[src/rtl/ecg_delta_decoder_if.sv]
// Token-in / sample-out stream bundle of the ECG delta decoder.
// The master side feeds tokens and takes samples; the slave side is the decoder.
interface ecg_delta_decoder_if #(
    parameter int W = 16
) ();
    logic         tok_valid;
    logic         tok_ready;
    logic [11:0]  tok_data;
    logic         out_valid;
    logic         out_ready;
    logic [W-1:0] out_data;
    logic         frame_last;

    modport master (
        output tok_valid, tok_data, out_ready,
        input  tok_ready, out_valid, out_data, frame_last
    );

    modport slave (
        input  tok_valid, tok_data, out_ready,
        output tok_ready, out_valid, out_data, frame_last
    );
endinterface

[src/rtl/ecg_delta_decoder.sv]
// Rebuilds signed ECG samples from zero-run and Golomb-Rice (k=3/4/5) delta tokens,
// accumulating onto a seeded base sample, one frame of FRAME_LEN samples per seed.
module ecg_delta_decoder #(
    parameter int FRAME_LEN = 8,
    parameter int W         = 16
) (
    input  logic                clk,
    input  logic                rst,
    input  logic                seed_valid,
    input  logic [W-1:0]        seed,
    ecg_delta_decoder_if.slave  bus,
    output logic                err,
    output logic                busy
);
    localparam int CW = $clog2(FRAME_LEN);
    localparam logic [CW-1:0] CNT_LAST = CW'(FRAME_LEN - 1);
    localparam logic [CW-1:0] CNT_ONE  = CW'(1);

    typedef enum logic [1:0] {
        ST_IDLE   = 2'd0,
        ST_ACTIVE = 2'd1,
        ST_RUN    = 2'd2
    } state_t;

    state_t         state_r;
    state_t         state_s;
    logic [W-1:0]   prev_r;
    logic [CW-1:0]  cnt_r;
    logic [5:0]     rem_r;
    logic           out_valid_r;
    logic [W-1:0]   out_data_r;
    logic           frame_last_r;
    logic           err_r;

    logic           tok_ready_s;
    logic           busy_s;
    logic           slot_free_s;
    logic           tok_fire_s;
    logic           is_run_s;
    logic [5:0]     run_len_s;
    logic           grc_load_s;
    logic           run_start_s;
    logic           run_load_s;
    logic           load_s;
    logic           last_s;
    logic           seed_load_s;
    logic [W-1:0]   sample_s;

    // Delta = (q <<< k) + r with q and r sign-extended; bits above k are ignored.
    function automatic logic [W-1:0] grc_delta(input logic [11:0] tok);
        logic [W-1:0] q_ext;
        logic [W-1:0] d;
        q_ext = {{(W-4){tok[9]}}, tok[9:6]};
        case (tok[11:10])
            2'b01:   d = (q_ext << 3'd3) + {{(W-4){tok[3]}}, tok[3:0]};
            2'b10:   d = (q_ext << 3'd4) + {{(W-5){tok[4]}}, tok[4:0]};
            2'b11:   d = (q_ext << 3'd5) + {{(W-6){tok[5]}}, tok[5:0]};
            default: d = {W{1'b0}};
        endcase
        return d;
    endfunction

    assign slot_free_s = !out_valid_r || bus.out_ready;
    assign tok_fire_s  = bus.tok_valid && tok_ready_s;
    assign is_run_s    = (bus.tok_data[11:10] == 2'b00);
    assign run_len_s   = bus.tok_data[5:0];
    assign grc_load_s  = tok_fire_s && !is_run_s;
    assign run_start_s = tok_fire_s && is_run_s && (run_len_s != 6'd0);
    assign run_load_s  = (state_r == ST_RUN) && slot_free_s;
    assign load_s      = grc_load_s || run_load_s;
    assign last_s      = load_s && (cnt_r == CNT_LAST);
    assign seed_load_s = (state_r == ST_IDLE) && seed_valid;
    assign sample_s    = grc_load_s ? (prev_r + grc_delta(bus.tok_data)) : prev_r;

    // State register.
    always_ff @(posedge clk or posedge rst) begin
        if (rst) begin
            state_r <= ST_IDLE;
        end else begin
            state_r <= state_s;
        end
    end

    // Next-state logic; the frame's last load wins over any pending run.
    always_comb begin
        state_s = state_r;
        case (state_r)
            ST_IDLE: begin
                if (seed_valid) state_s = ST_ACTIVE;
                else            state_s = ST_IDLE;
            end
            ST_ACTIVE: begin
                if (last_s)           state_s = ST_IDLE;
                else if (run_start_s) state_s = ST_RUN;
                else                  state_s = ST_ACTIVE;
            end
            ST_RUN: begin
                if (last_s)                             state_s = ST_IDLE;
                else if (run_load_s && rem_r == 6'd1)   state_s = ST_ACTIVE;
                else                                    state_s = ST_RUN;
            end
            default: state_s = ST_IDLE;
        endcase
    end

    // State-decoded outputs; tok_ready never looks at tok_valid.
    always_comb begin
        tok_ready_s = 1'b0;
        busy_s      = 1'b0;
        case (state_r)
            ST_IDLE: begin
                tok_ready_s = 1'b0;
                busy_s      = 1'b0;
            end
            ST_ACTIVE: begin
                tok_ready_s = slot_free_s;
                busy_s      = 1'b1;
            end
            ST_RUN: begin
                tok_ready_s = 1'b0;
                busy_s      = 1'b1;
            end
            default: begin
                tok_ready_s = 1'b0;
                busy_s      = 1'b0;
            end
        endcase
    end

    // Reconstruction state: base sample, frame position and remaining run length.
    always_ff @(posedge clk or posedge rst) begin
        if (rst) begin
            prev_r <= {W{1'b0}};
            cnt_r  <= {CW{1'b0}};
            rem_r  <= 6'd0;
            err_r  <= 1'b0;
        end else begin
            if (seed_load_s)     prev_r <= seed;
            else if (grc_load_s) prev_r <= sample_s;
            else                 prev_r <= prev_r;

            if (seed_load_s) cnt_r <= {CW{1'b0}};
            else if (load_s) cnt_r <= last_s ? {CW{1'b0}} : (cnt_r + CNT_ONE);
            else             cnt_r <= cnt_r;

            if (run_start_s)     rem_r <= run_len_s;
            else if (last_s)     rem_r <= 6'd0;
            else if (run_load_s) rem_r <= rem_r - 6'd1;
            else                 rem_r <= rem_r;

            // A run still owing samples when the frame closes means the stream overran.
            if (run_load_s && last_s && (rem_r > 6'd1)) err_r <= 1'b1;
            else                                         err_r <= err_r;
        end
    end

    // Output register; holds steady under backpressure.
    always_ff @(posedge clk or posedge rst) begin
        if (rst) begin
            out_valid_r  <= 1'b0;
            out_data_r   <= {W{1'b0}};
            frame_last_r <= 1'b0;
        end else if (load_s) begin
            out_valid_r  <= 1'b1;
            out_data_r   <= sample_s;
            frame_last_r <= last_s;
        end else if (bus.out_ready) begin
            out_valid_r  <= 1'b0;
            out_data_r   <= out_data_r;
            frame_last_r <= frame_last_r;
        end else begin
            out_valid_r  <= out_valid_r;
            out_data_r   <= out_data_r;
            frame_last_r <= frame_last_r;
        end
    end

    assign bus.tok_ready  = tok_ready_s;
    assign bus.out_valid  = out_valid_r;
    assign bus.out_data   = out_data_r;
    assign bus.frame_last = frame_last_r;
    assign err            = err_r;
    assign busy           = busy_s;

endmodule
[src/flat_wrapper.sv]
// flat-port wrapper written by rule: the top's interface ports become plain ports
module ecg_delta_decoder_flat 
#(
    parameter int FRAME_LEN = 8,
    parameter int W         = 16
)
  (clk, rst, seed_valid, seed, err, busy, bus_tok_valid, bus_tok_data, bus_out_ready, bus_tok_ready, bus_out_valid, bus_out_data, bus_frame_last);
  ecg_delta_decoder_if #(.W(W)) bus_i ();
  input  logic clk;
  input  logic rst;
  input  logic seed_valid;
  input  logic [W-1:0] seed;
  output logic err;
  output logic busy;
  input wire logic [$bits(bus_i.tok_valid)-1:0] bus_tok_valid;
  input wire logic [$bits(bus_i.tok_data)-1:0] bus_tok_data;
  input wire logic [$bits(bus_i.out_ready)-1:0] bus_out_ready;
  output wire logic [$bits(bus_i.tok_ready)-1:0] bus_tok_ready;
  output wire logic [$bits(bus_i.out_valid)-1:0] bus_out_valid;
  output wire logic [$bits(bus_i.out_data)-1:0] bus_out_data;
  output wire logic [$bits(bus_i.frame_last)-1:0] bus_frame_last;
  assign bus_i.tok_valid = bus_tok_valid;
  assign bus_i.tok_data = bus_tok_data;
  assign bus_i.out_ready = bus_out_ready;
  assign bus_tok_ready = bus_i.tok_ready;
  assign bus_out_valid = bus_i.out_valid;
  assign bus_out_data = bus_i.out_data;
  assign bus_frame_last = bus_i.frame_last;
  ecg_delta_decoder #(.FRAME_LEN(FRAME_LEN), .W(W)) u_core (.clk(clk), .rst(rst), .seed_valid(seed_valid), .seed(seed), .bus(bus_i), .err(err), .busy(busy));
endmodule
[config.mk]
export PLATFORM = sky130hd
export DESIGN_NAME = ecg_delta_decoder_flat
export DESIGN_NICKNAME = d
export VERILOG_FILES = /design/src/rtl/ecg_delta_decoder_if.sv /design/src/rtl/ecg_delta_decoder.sv /design/src/flat_wrapper.sv
export SDC_FILE = /design/constraint.sdc
export NUM_CORES = 1
export LEC_CHECK = 0
export CAP_MARGIN = 30
export CORE_ASPECT_RATIO = 2
export CORE_UTILIZATION = 42
export DETAILED_ROUTE_END_ITERATION = 16
export DONT_BUFFER_PORTS = 1
export GPL_TIMING_DRIVEN = 0
export PLACE_DENSITY_LB_ADDON = 0.25
export SETUP_SLACK_MARGIN = 0.1
export SLEW_MARGIN = 20
export SYNTH_ARGS = -nofsm -noshare
export SYNTH_HDL_FRONTEND = slang
export SYNTH_SLANG_ARGS = --single-unit
[constraint.sdc]
create_clock -name clk -period 5 [get_ports clk]
set_input_delay 0.5 -clock clk [delete_from_list [all_inputs] [get_ports clk]]
set_output_delay 0.5 -clock clk [all_outputs]
set_load 0.01 [all_outputs]
==> results of run 1 <==
state kept, by name (all words and copies together), names as in the netlist:
| register | flops |
|---|---|
| u_core.bus.out_data | 16 |
| u_core.cnt_r | 3 |
| u_core.state_r | 2 |
| u_core.bus.out_valid | 1 |
| u_core.prev_r | 16 |
| u_core.err | 1 |
| u_core.bus.frame_last | 1 |
| u_core.rem_r | 6 |
cell type report:
cell class                 instances  area [µm²]  share of cell area
buffer                            15        72.6              0.0195
clock buffer                       6         129              0.0346
clock inverter                     2        13.8             0.00370
inverter                          17        63.8              0.0172
multi-input combinational        301        2150               0.578
sequential                        46        1150               0.309
tap                               96         120              0.0323
timing repair buffer               1        20.0             0.00538
synth_stat cells, drive strengths merged (3+ instances only):
library cell,count,area share
clkbuf,9,0.0098
nand2,44,0.049
nor3,9,0.015
dfrtp,46,0.33
nand2b,3,0.0055
or3,4,0.010
nor2,34,0.037
buf,6,0.011
a31oi,8,0.015
a2111oi,3,0.015
mux2,3,0.0098
o31ai,9,0.021
xnor2,12,0.031
mux2i,8,0.023
a21oi,21,0.032
a21o,5,0.011
nand3,4,0.0058
o21ai,30,0.046
and3,4,0.0073
nor2b,8,0.015
o2111a,3,0.0098
ha,29,0.11
fa,4,0.023
inv,17,0.019
o22ai,4,0.0073
xor2,7,0.018
and2,4,0.0073
o21a,5,0.011
a211oi,3,0.012
routing by layer:
metal,track usage,part of all wire,up-vias
met5,0,0,-
met4,0.0989,0.030,0
met3,0.0332,0.039,16
met2,0.382,0.55,60
met1,0.214,0.38,1321
li1,-,-,1382
worst max-delay path, delay by kind of cell:
family,cells,cell delay [ns]
AO/OA/AOI/OAI,8,1.71
adder cells (fa/ha/maj),2,0.58
AND/OR/NAND/NOR,3,0.76
per-stage QoR:
step,hold WS [ns],worst slack (ns),instance area (µm²),cells
final,0.0533,1.61,3720,484
after global routing,0.0719,1.42,3720,484
after CTS,0.0560,1.60,3720,484
after detailed placement,0.375,1.30,3580,476
after global placement,0.507,1.32,3560,475
after floorplan,0.490,1.75,3440,379
final timing paths:
check / from / endpoint / cells past startpoint
max in group asynchronous: rst / u_core.prev_r[10]$_DFFE_PP0P_ / 2
min: rst / u_core.err$_DFFE_PP0P_ / 1
min in group clk: bus_tok_data[2] / u_core.rem_r[2]$_DFFE_PP0P_ / 2
min reg2reg: u_core.cnt_r[2]$_DFFE_PP0P_ / u_core.cnt_r[2]$_DFFE_PP0P_ / 2
max: bus_tok_data[3] / u_core.bus.out_data[12]$_DFFE_PP0N_ / 13
max reg2reg: u_core.prev_r[0]$_DFFE_PP0P_ / u_core.prev_r[14]$_DFFE_PP0P_ / 10
power breakdown:
part	switching (W)	total, W	leakage (nW)	internal [W]
Sequential	0.000169	0.000711	0.566	0.000542
Clock	0.000144	0.000330	0.0708	0.000186
Combinational	0.000514	0.000906	1.00	0.000392
Total	0.000826	0.00195	1.64	0.00112
cells by family after synthesis:
kind of cell,count (synthesis),synth area share
and+or+nand+nor,125,0.176
AOI/OAI and AO/OA,113,0.239
DFF,46,0.335
adders and majority gates,33,0.129
buffers and inverters,32,0.0397
xor gates and xnor gates,19,0.0484
muxes,11,0.0331
==> results.cfg, run 1 <==
[sta]
finalHoldViolCount = 0
final_max_slew_viol_count = 0
finalSetupTns_ns = 0
fin_crit_sh = 0.679
finalClockSkew_ns = 0.00792
tightest_slew_ns = 0.742
setup_viol = 0
rsz0062_at_grt = false
slew_headroom = 0.505
clock.fmax_mhz = 295
finalCriticalPeriod_ns = 3.39

[yosys]
synth_nets = 445
ys_ff_latch = 46
synth_edf_count = 0
syn_area_mm2 = 0.00344
ys_seq_area_frac = 0.335
async_flop_share = 1.00
ys_warn_count = 0
ys.flop_type = dfrtp_1
synth_cell_types = 71
syn_inst = 379
synth_area_per_cell_um2 = 9.07

[worst_setup_path]
crit_required_ns = 5.17
cp_max_fo = 8
critPathMaxStageDelay_ns = 0.37
critical_path_class = primary input to flip-flop
cp-start-kind = primary input
worst_setup_path_end_kind = flip-flop
crit_chain = ha_1 -> nor3b_1 -> a21oi_1 -> nand2b_1 -> o21ai_0 -> ha_1 -> or2_1 -> o22ai_1 -> a211oi_4 -> o2111a_1 -> o21ai_1 -> o32ai_1 -> a221o_1
cp_data_arrival_time_ns = 3.57
cp_common_cell = ha_1
cp_slowest_cell = nand2b_1
r2r_setup_slack_ns = 2.30

[clock_tree]
cts_hold_buf = 0
htreeDepth = 2
cts_made_buffers = 5
cts_resized = 0
cts_tree = done
cts_sinks = 46
clk_pin_slew_ns = 0.06
worstSkewPairLatency_ns = 0.29
root_buffer = clkbuf_16
post_cts_buffers = 0
clk_path_buf_depth = 2

[placement]
port_buffers = 0
hpwl_um = 6840
gp_congestion = 0.862

[route]
vias = 2779
routedWlPerCell_um = 17.5
first_pass_iters = 5
drc = 0
vias_per_cell = 5.74
wl_um = 8490
detail_route.iter0.violations = 52
drtAntennaViolNets = 0

[global_route]
grt_overflow = 0
antenna_found_initial = 0
grt_pass1_vias = 2706
grtUsageTotal = 0.204
grt_pass1_wl_um = 13000
grt_max_degree = 34

[layout]
final_common_cell = dfrtp_1
n_fill_cell = 798
drive_gt1_frac = 0.0851
final_net_count = 453
layout_common_cells = dfrtp_1 (46), nand2_1 (43), nor2_1 (34)
area_growth_pct = 8.23
final_util = 0.468
diodes = 0

[die]
core-area_mm2 = 0.00794
die_w_um = 66.0
ios = 54
die_h_um = 130
rows = 46
dieArea_mm2 = 0.00857
start_util = 0.433

[power_and_ir_drop]
p_leak_nw = 1.64
powerDensity_mw_per_mm2 = 523
power_w = 0.00195
vdd_drop_max_v = 0.000357

[run_status]
outcome = finished clean

[flow_run]
maxCapViolCount = 0

[hold_path]
hold_path_class = primary input to async pin
(Power assumes the default switching activity.)
==> inputs of run 2 (changes only) <==
==> constraint.sdc (replaced) <==
create_clock -name clk -period 3.3 [get_ports clk]
set_input_delay 0.33 -clock clk [delete_from_list [all_inputs] [get_ports clk]]
set_output_delay 0.33 -clock clk [all_outputs]
set_load 0.01 [all_outputs]
==> results.cfg, run 2 (synthesized netlist as in run 1, its figures left out) <==
[layout]
area_growth_pct = 9.57
final_common_cell = dfrtp_1
diodes = 0
drive_gt1_frac = 0.0974
final_net_count = 455
layout_common_cells = dfrtp_1 (46), nand2_1 (43), nor2_1 (34)
design_area_mm2 = 0.00377

[worst_setup_path]
cp_slowest_cell = fa_1
cp_max_fo = 8
cp_data_arrival_time_ns = 3.26
cp_common_cell = ha_1
crit_chain = ha_1 -> fa_1 -> xor2_1 -> o21ai_1 -> o22ai_1 -> ha_1 -> o21a_1 -> o211ai_1 -> o221a_2 -> a211oi_4 -> nor2_1 -> or3_1 -> a31oi_1
timing.rr.start = u_core.prev_r[0]$_DFFE_PP0P_
worst_setup_path_end_kind = flip-flop
critical_path_class = primary input to flip-flop
startpoint = bus_tok_data[4]
critPathMaxStageDelay_ns = 0.41
cp-start-kind = primary input
crit_required_ns = 3.51

[route]
drc = 0
vias = 2807
vias_per_cell = 5.78
routedWlPerCell_um = 17.6
drtAntennaViolNets = 0
wl_um = 8550
first_pass_iters = 4
detail_route.iter0.violations = 80

[die]
rows = 46
start_util = 0.433
ios = 54
die_w_um = 66.0
die_h_um = 130
dieArea_mm2 = 0.00857
core-area_mm2 = 0.00794

[placement]
port_buffers = 0
hpwl_um = 6840
post-place-ws_ns = -0.232
gp_congestion = 0.862
dpl-instance-area_mm2 = 0.00358

[sta]
setup_viol = 0
slew_headroom = 0.515
fin_hold_ws_ns = 0.154
tightest_slew_ns = 0.727
finalSetupTns_ns = 0
finalCriticalPeriod_ns = 3.05
finalClockSkew_ns = 0.00883
rsz0062_at_grt = false
clock.fmax_mhz = 328
fin_crit_sh = 0.924
fin_ws_ns = 0.252
finalHoldViolCount = 0
final_max_slew_viol_count = 0

[power_and_ir_drop]
p_int_w = 0.00172
p_leak_nw = 1.66
pwr-share-clk = 0.169
power.switching_w = 0.00127
powerDensity_mw_per_mm2 = 793
vdd_drop_max_v = 0.000543
swShare = 0.426
power_w = 0.00299
seqPwrFrac = 0.361
p_comb_frac = 0.470

[clock_tree]
root_buffer = clkbuf_16
htreeDepth = 2
clk_path_buf_depth = 2
clk_pin_slew_ns = 0.07
cts_tree = done
cts_made_buffers = 5
worstSkewPairLatency_ns = 0.29
cts_sinks = 46

[global_route]
grt_max_degree = 34
grt_pass1_wl_um = 13000
grt_pass1_vias = 2706
grt_overflow = 0
antenna_found_initial = 0
grtUsageTotal = 0.204

[run_status]
outcome = finished clean

[flow_run]
maxCapViolCount = 0

[hold_path]
hp-start = bus_tok_data[2]
hold_path_class = primary input to flip-flop
[run 2: through the flow]
step,std cells,utilization
floorplan,379,-
global placement,475,0.448
detailed placement,476,0.450
CTS,485,0.470
global route,486,0.474
finish,486,0.474
[run 2: power by group through the flow]
stage	clock, W	sequential [W]	combinational, W
floorplan	0	0.00103	0.00111
global placement	0	0.00108	0.00135
detailed placement	0	0.00109	0.00138
CTS	0.000519	0.00108	0.00139
global route	0.000533	0.00111	0.00157
finish	0.000504	0.00108	0.00141
[run 2: path summary, 6_finish.rpt]
path                       depth (start not counted)  slack, ns                             to
max reg2reg                                       10       0.60  u_core.prev_r[14]$_DFFE_PP0P_
min                                                2       0.15    u_core.rem_r[2]$_DFFE_PP0P_
min reg2reg                                        2       0.53    u_core.cnt_r[2]$_DFFE_PP0P_
max in group asynchronous                          3       2.35  u_core.prev_r[10]$_DFFE_PP0P_
max                                               13       0.25   u_core.prev_r[9]$_DFFE_PP0P_
min in group asynchronous                          2       0.46         u_core.err$_DFFE_PP0P_
[run 2: cell type report]
class	instances	area, µm²
buffer	15	72.6
clock buffer	6	129
clock inverter	2	13.8
fill	797	4180
inverter	17	63.8
multi-input combinational	301	2180
sequential	46	1150
tap	96	120
timing repair buffer	3	37.5
[run 2: timing repair]
item	CTS	global route
setup endpoints to repair	2	14
resized for setup	1	9
buffers inserted	0	1
pin swaps	0	4
hold buffers	1	0
hold endpoints to repair	13	0
[run 2: critical path, delay by kind of cell]
family                   cells  cell delay, ns
XOR/XNOR                     1            0.18
AND/OR/NAND/NOR              2            0.45
AO/OA/AOI/OAI                7            1.36
adder cells (fa/ha/maj)      3            0.93
[run 2: metal layers]
layer | vias to the layer above | GRT usage | share of wire
met1 | 1332 | 0.214 | 0.38
li1 | 1387 | - | -
met4 | 0 | 0.0989 | 0.034
met3 | 19 | 0.0332 | 0.043
met2 | 69 | 0.382 | 0.54
met5 | - | 0 | 0
==> inputs of run 3 (changes only) <==
--- a/config.mk
+++ b/config.mk
@@ -8,6 +8,7 @@
 export CAP_MARGIN = 30
 export CORE_ASPECT_RATIO = 2
 export CORE_UTILIZATION = 42
+export CTS_CLUSTER_SIZE = 12
 export DETAILED_ROUTE_END_ITERATION = 16
 export DONT_BUFFER_PORTS = 1
 export GPL_TIMING_DRIVEN = 0
@@ -17,3 +18,4 @@
 export SYNTH_ARGS = -nofsm -noshare
 export SYNTH_HDL_FRONTEND = slang
 export SYNTH_SLANG_ARGS = --single-unit
+export TNS_END_PERCENT = 1
==> constraint.sdc (replaced) <==
create_clock -name clk -period 3.3 [get_ports clk]
set_input_delay 0.825 -clock clk [delete_from_list [all_inputs] [get_ports clk]]
set_output_delay 0.825 -clock clk [all_outputs]
set_load 0.01 [all_outputs]
==> results.cfg, run 3 (synthesized netlist as in run 1, its figures left out) <==
[sta]
slew_headroom = 0.485
finalHoldViolCount = 0
clock.fmax_mhz = 295
fin_hold_ws_ns = 0.470
setup_viol = 7
fin_ws_ns = -0.0901
finalClockSkew_ns = 0.00608
fin_crit_sh = 1.03
final_max_slew_viol_count = 0
tightest_slew_ns = 0.773
finalCriticalPeriod_ns = 3.39
rsz0062_at_grt = true

[placement]
post-place-ws_ns = -0.407
dpl-instance-area_mm2 = 0.00367
port_buffers = 0
gp_congestion = 0.872
hpwl_um = 7050

[run_status]
failed_checks = negative setup slack
outcome = complete, but fails checks

[worst_setup_path]
timing.rr.start = u_core.prev_r[0]$_DFFE_PP0P_
r2r_setup_slack_ns = 0.59
reg2reg_to = u_core.prev_r[14]$_DFFE_PP0P_
cp_max_fo = 8
cp_slowest_cell = fa_2
worst_setup_path_end_kind = flip-flop
crit_buf_inv = 0
crit_required_ns = 3.51
critical_path_class = primary input to flip-flop
cp-start-kind = primary input
rr_worst_depth = 10
crit_chain = ha_4 -> fa_2 -> mux2i_1 -> o22ai_1 -> ha_2 -> o21a_1 -> o211ai_1 -> o221a_2 -> o211a_1 -> nor2_2 -> or3_1 -> a31oi_1
crit_family = compound AO/OA/AOI/OAI gates
cp_data_arrival_time_ns = 3.60
critPathMaxStageDelay_ns = 0.52

[power_and_ir_drop]
powerDensity_mw_per_mm2 = 807
p_leak_nw = 1.67
vdd_drop_max_v = 0.000328

[die]
core-area_mm2 = 0.00794
rows = 46
dieArea_mm2 = 0.00857
start_util = 0.433
die_h_um = 130
die_w_um = 66.0
ios = 54

[layout]
n_fill_cell = 787
final_common_cell = dfrtp_1
layout_common_cells = dfrtp_1 (46), nand2_1 (42), nor2_1 (33)
drive_gt1_frac = 0.162
design_area_mm2 = 0.00392
diodes = 0
final_net_count = 454
area_growth_pct = 14.0

[global_route]
grt_overflow = 0
grtUsageTotal = 0.221
grt_pass1_vias = 3007
grt_max_degree = 25
antenna_found_initial = 0
grt_pass1_wl_um = 14200

[route]
first_pass_iters = 4
detail_route.iter0.violations = 58
wl_um = 9020
drtAntennaViolNets = 0
drc = 0
routedWlPerCell_um = 18.6
vias = 2879
vias_per_cell = 5.94

[clock_tree]
worstSkewPairLatency_ns = 0.29
clk_path_buf_depth = 2
root_buffer = clkbuf_16
clk_pin_slew_ns = 0.07
cts_sinks = 46
cts_tree = done
cts_made_buffers = 5
htreeDepth = 2

[flow_run]
maxCapViolCount = 0

[hold_path]
hold_path_class = primary input to async pin
[run 3: cell count changes in the layout (fill, tap and decap cells not counted), sizes merged]
cell / change
clkinvlp: +1
bufinv: +1
dlygate4sd3: -1
clkinv: -2
[run 3: worst max path at each step]
stage,cells after the start,from,endpoint
2_1_floorplan,13,bus_tok_data[4],u_core.prev_r[14]$_DFFE_PP0P_
3_3_place_gp,14,bus_tok_data[3],u_core.prev_r[14]$_DFFE_PP0P_
3_5_place_dp,14,bus_tok_data[5],u_core.bus.out_data[13]$_DFFE_PP0N_
4_1_cts,14,bus_tok_data[5],u_core.bus.out_data[13]$_DFFE_PP0N_
5_1_grt,13,bus_tok_data[3],u_core.prev_r[13]$_DFFE_PP0P_
6_report,12,bus_tok_data[4],u_core.prev_r[9]$_DFFE_PP0P_
[run 3: metrics by stage]
stage	power [W]	setup TNS [ns]	cells	util
final	0.00316	-0.448	485	0.493
after global routing	0.00340	-2.21	485	0.493
after CTS	0.00315	-0.471	485	0.487
after detailed placement	0.00252	-5.12	476	0.463
after global placement	0.00247	-4.53	475	0.459
after floorplan	0.00218	-0.836	379	-
[run 3: final cells by class]
cell class                      instances  area [µm²]  share of cell area
Tap cell                               96         120              0.0307
Multi-Input combinational cell        301        2310               0.589
Sequential cell                        46        1150               0.294
Buffer                                 15        72.6              0.0185
Clock inverter                          2        37.5             0.00958
Inverter                               17        63.8              0.0163
Timing Repair Buffer                    2        35.0             0.00894
Clock buffer                            6         129              0.0329
[run 3: what timing repair did]
| action | CTS | global route |
|---|---|---|
| pin swaps | 19 | 15 |
| setup buffers | 1 | 0 |
| gates resized for setup | 4 | 11 |
| hold buffers | 0 | 0 |
| setup endpoints to repair | 14 | 16 |
[run 3: layer usage]
layer	wire length [µm]	global-route usage
met1	3250	0.211
met2	5020	0.430
met3	385	0.0420
met4	362	0.108
met5	0	0
[run 3: power by group]
group	total [W]	internal (W)	switching, W
logic	0.00149	0.000649	0.000839
clock network	0.000586	0.000358	0.000228
registers	0.00109	0.000821	0.000265
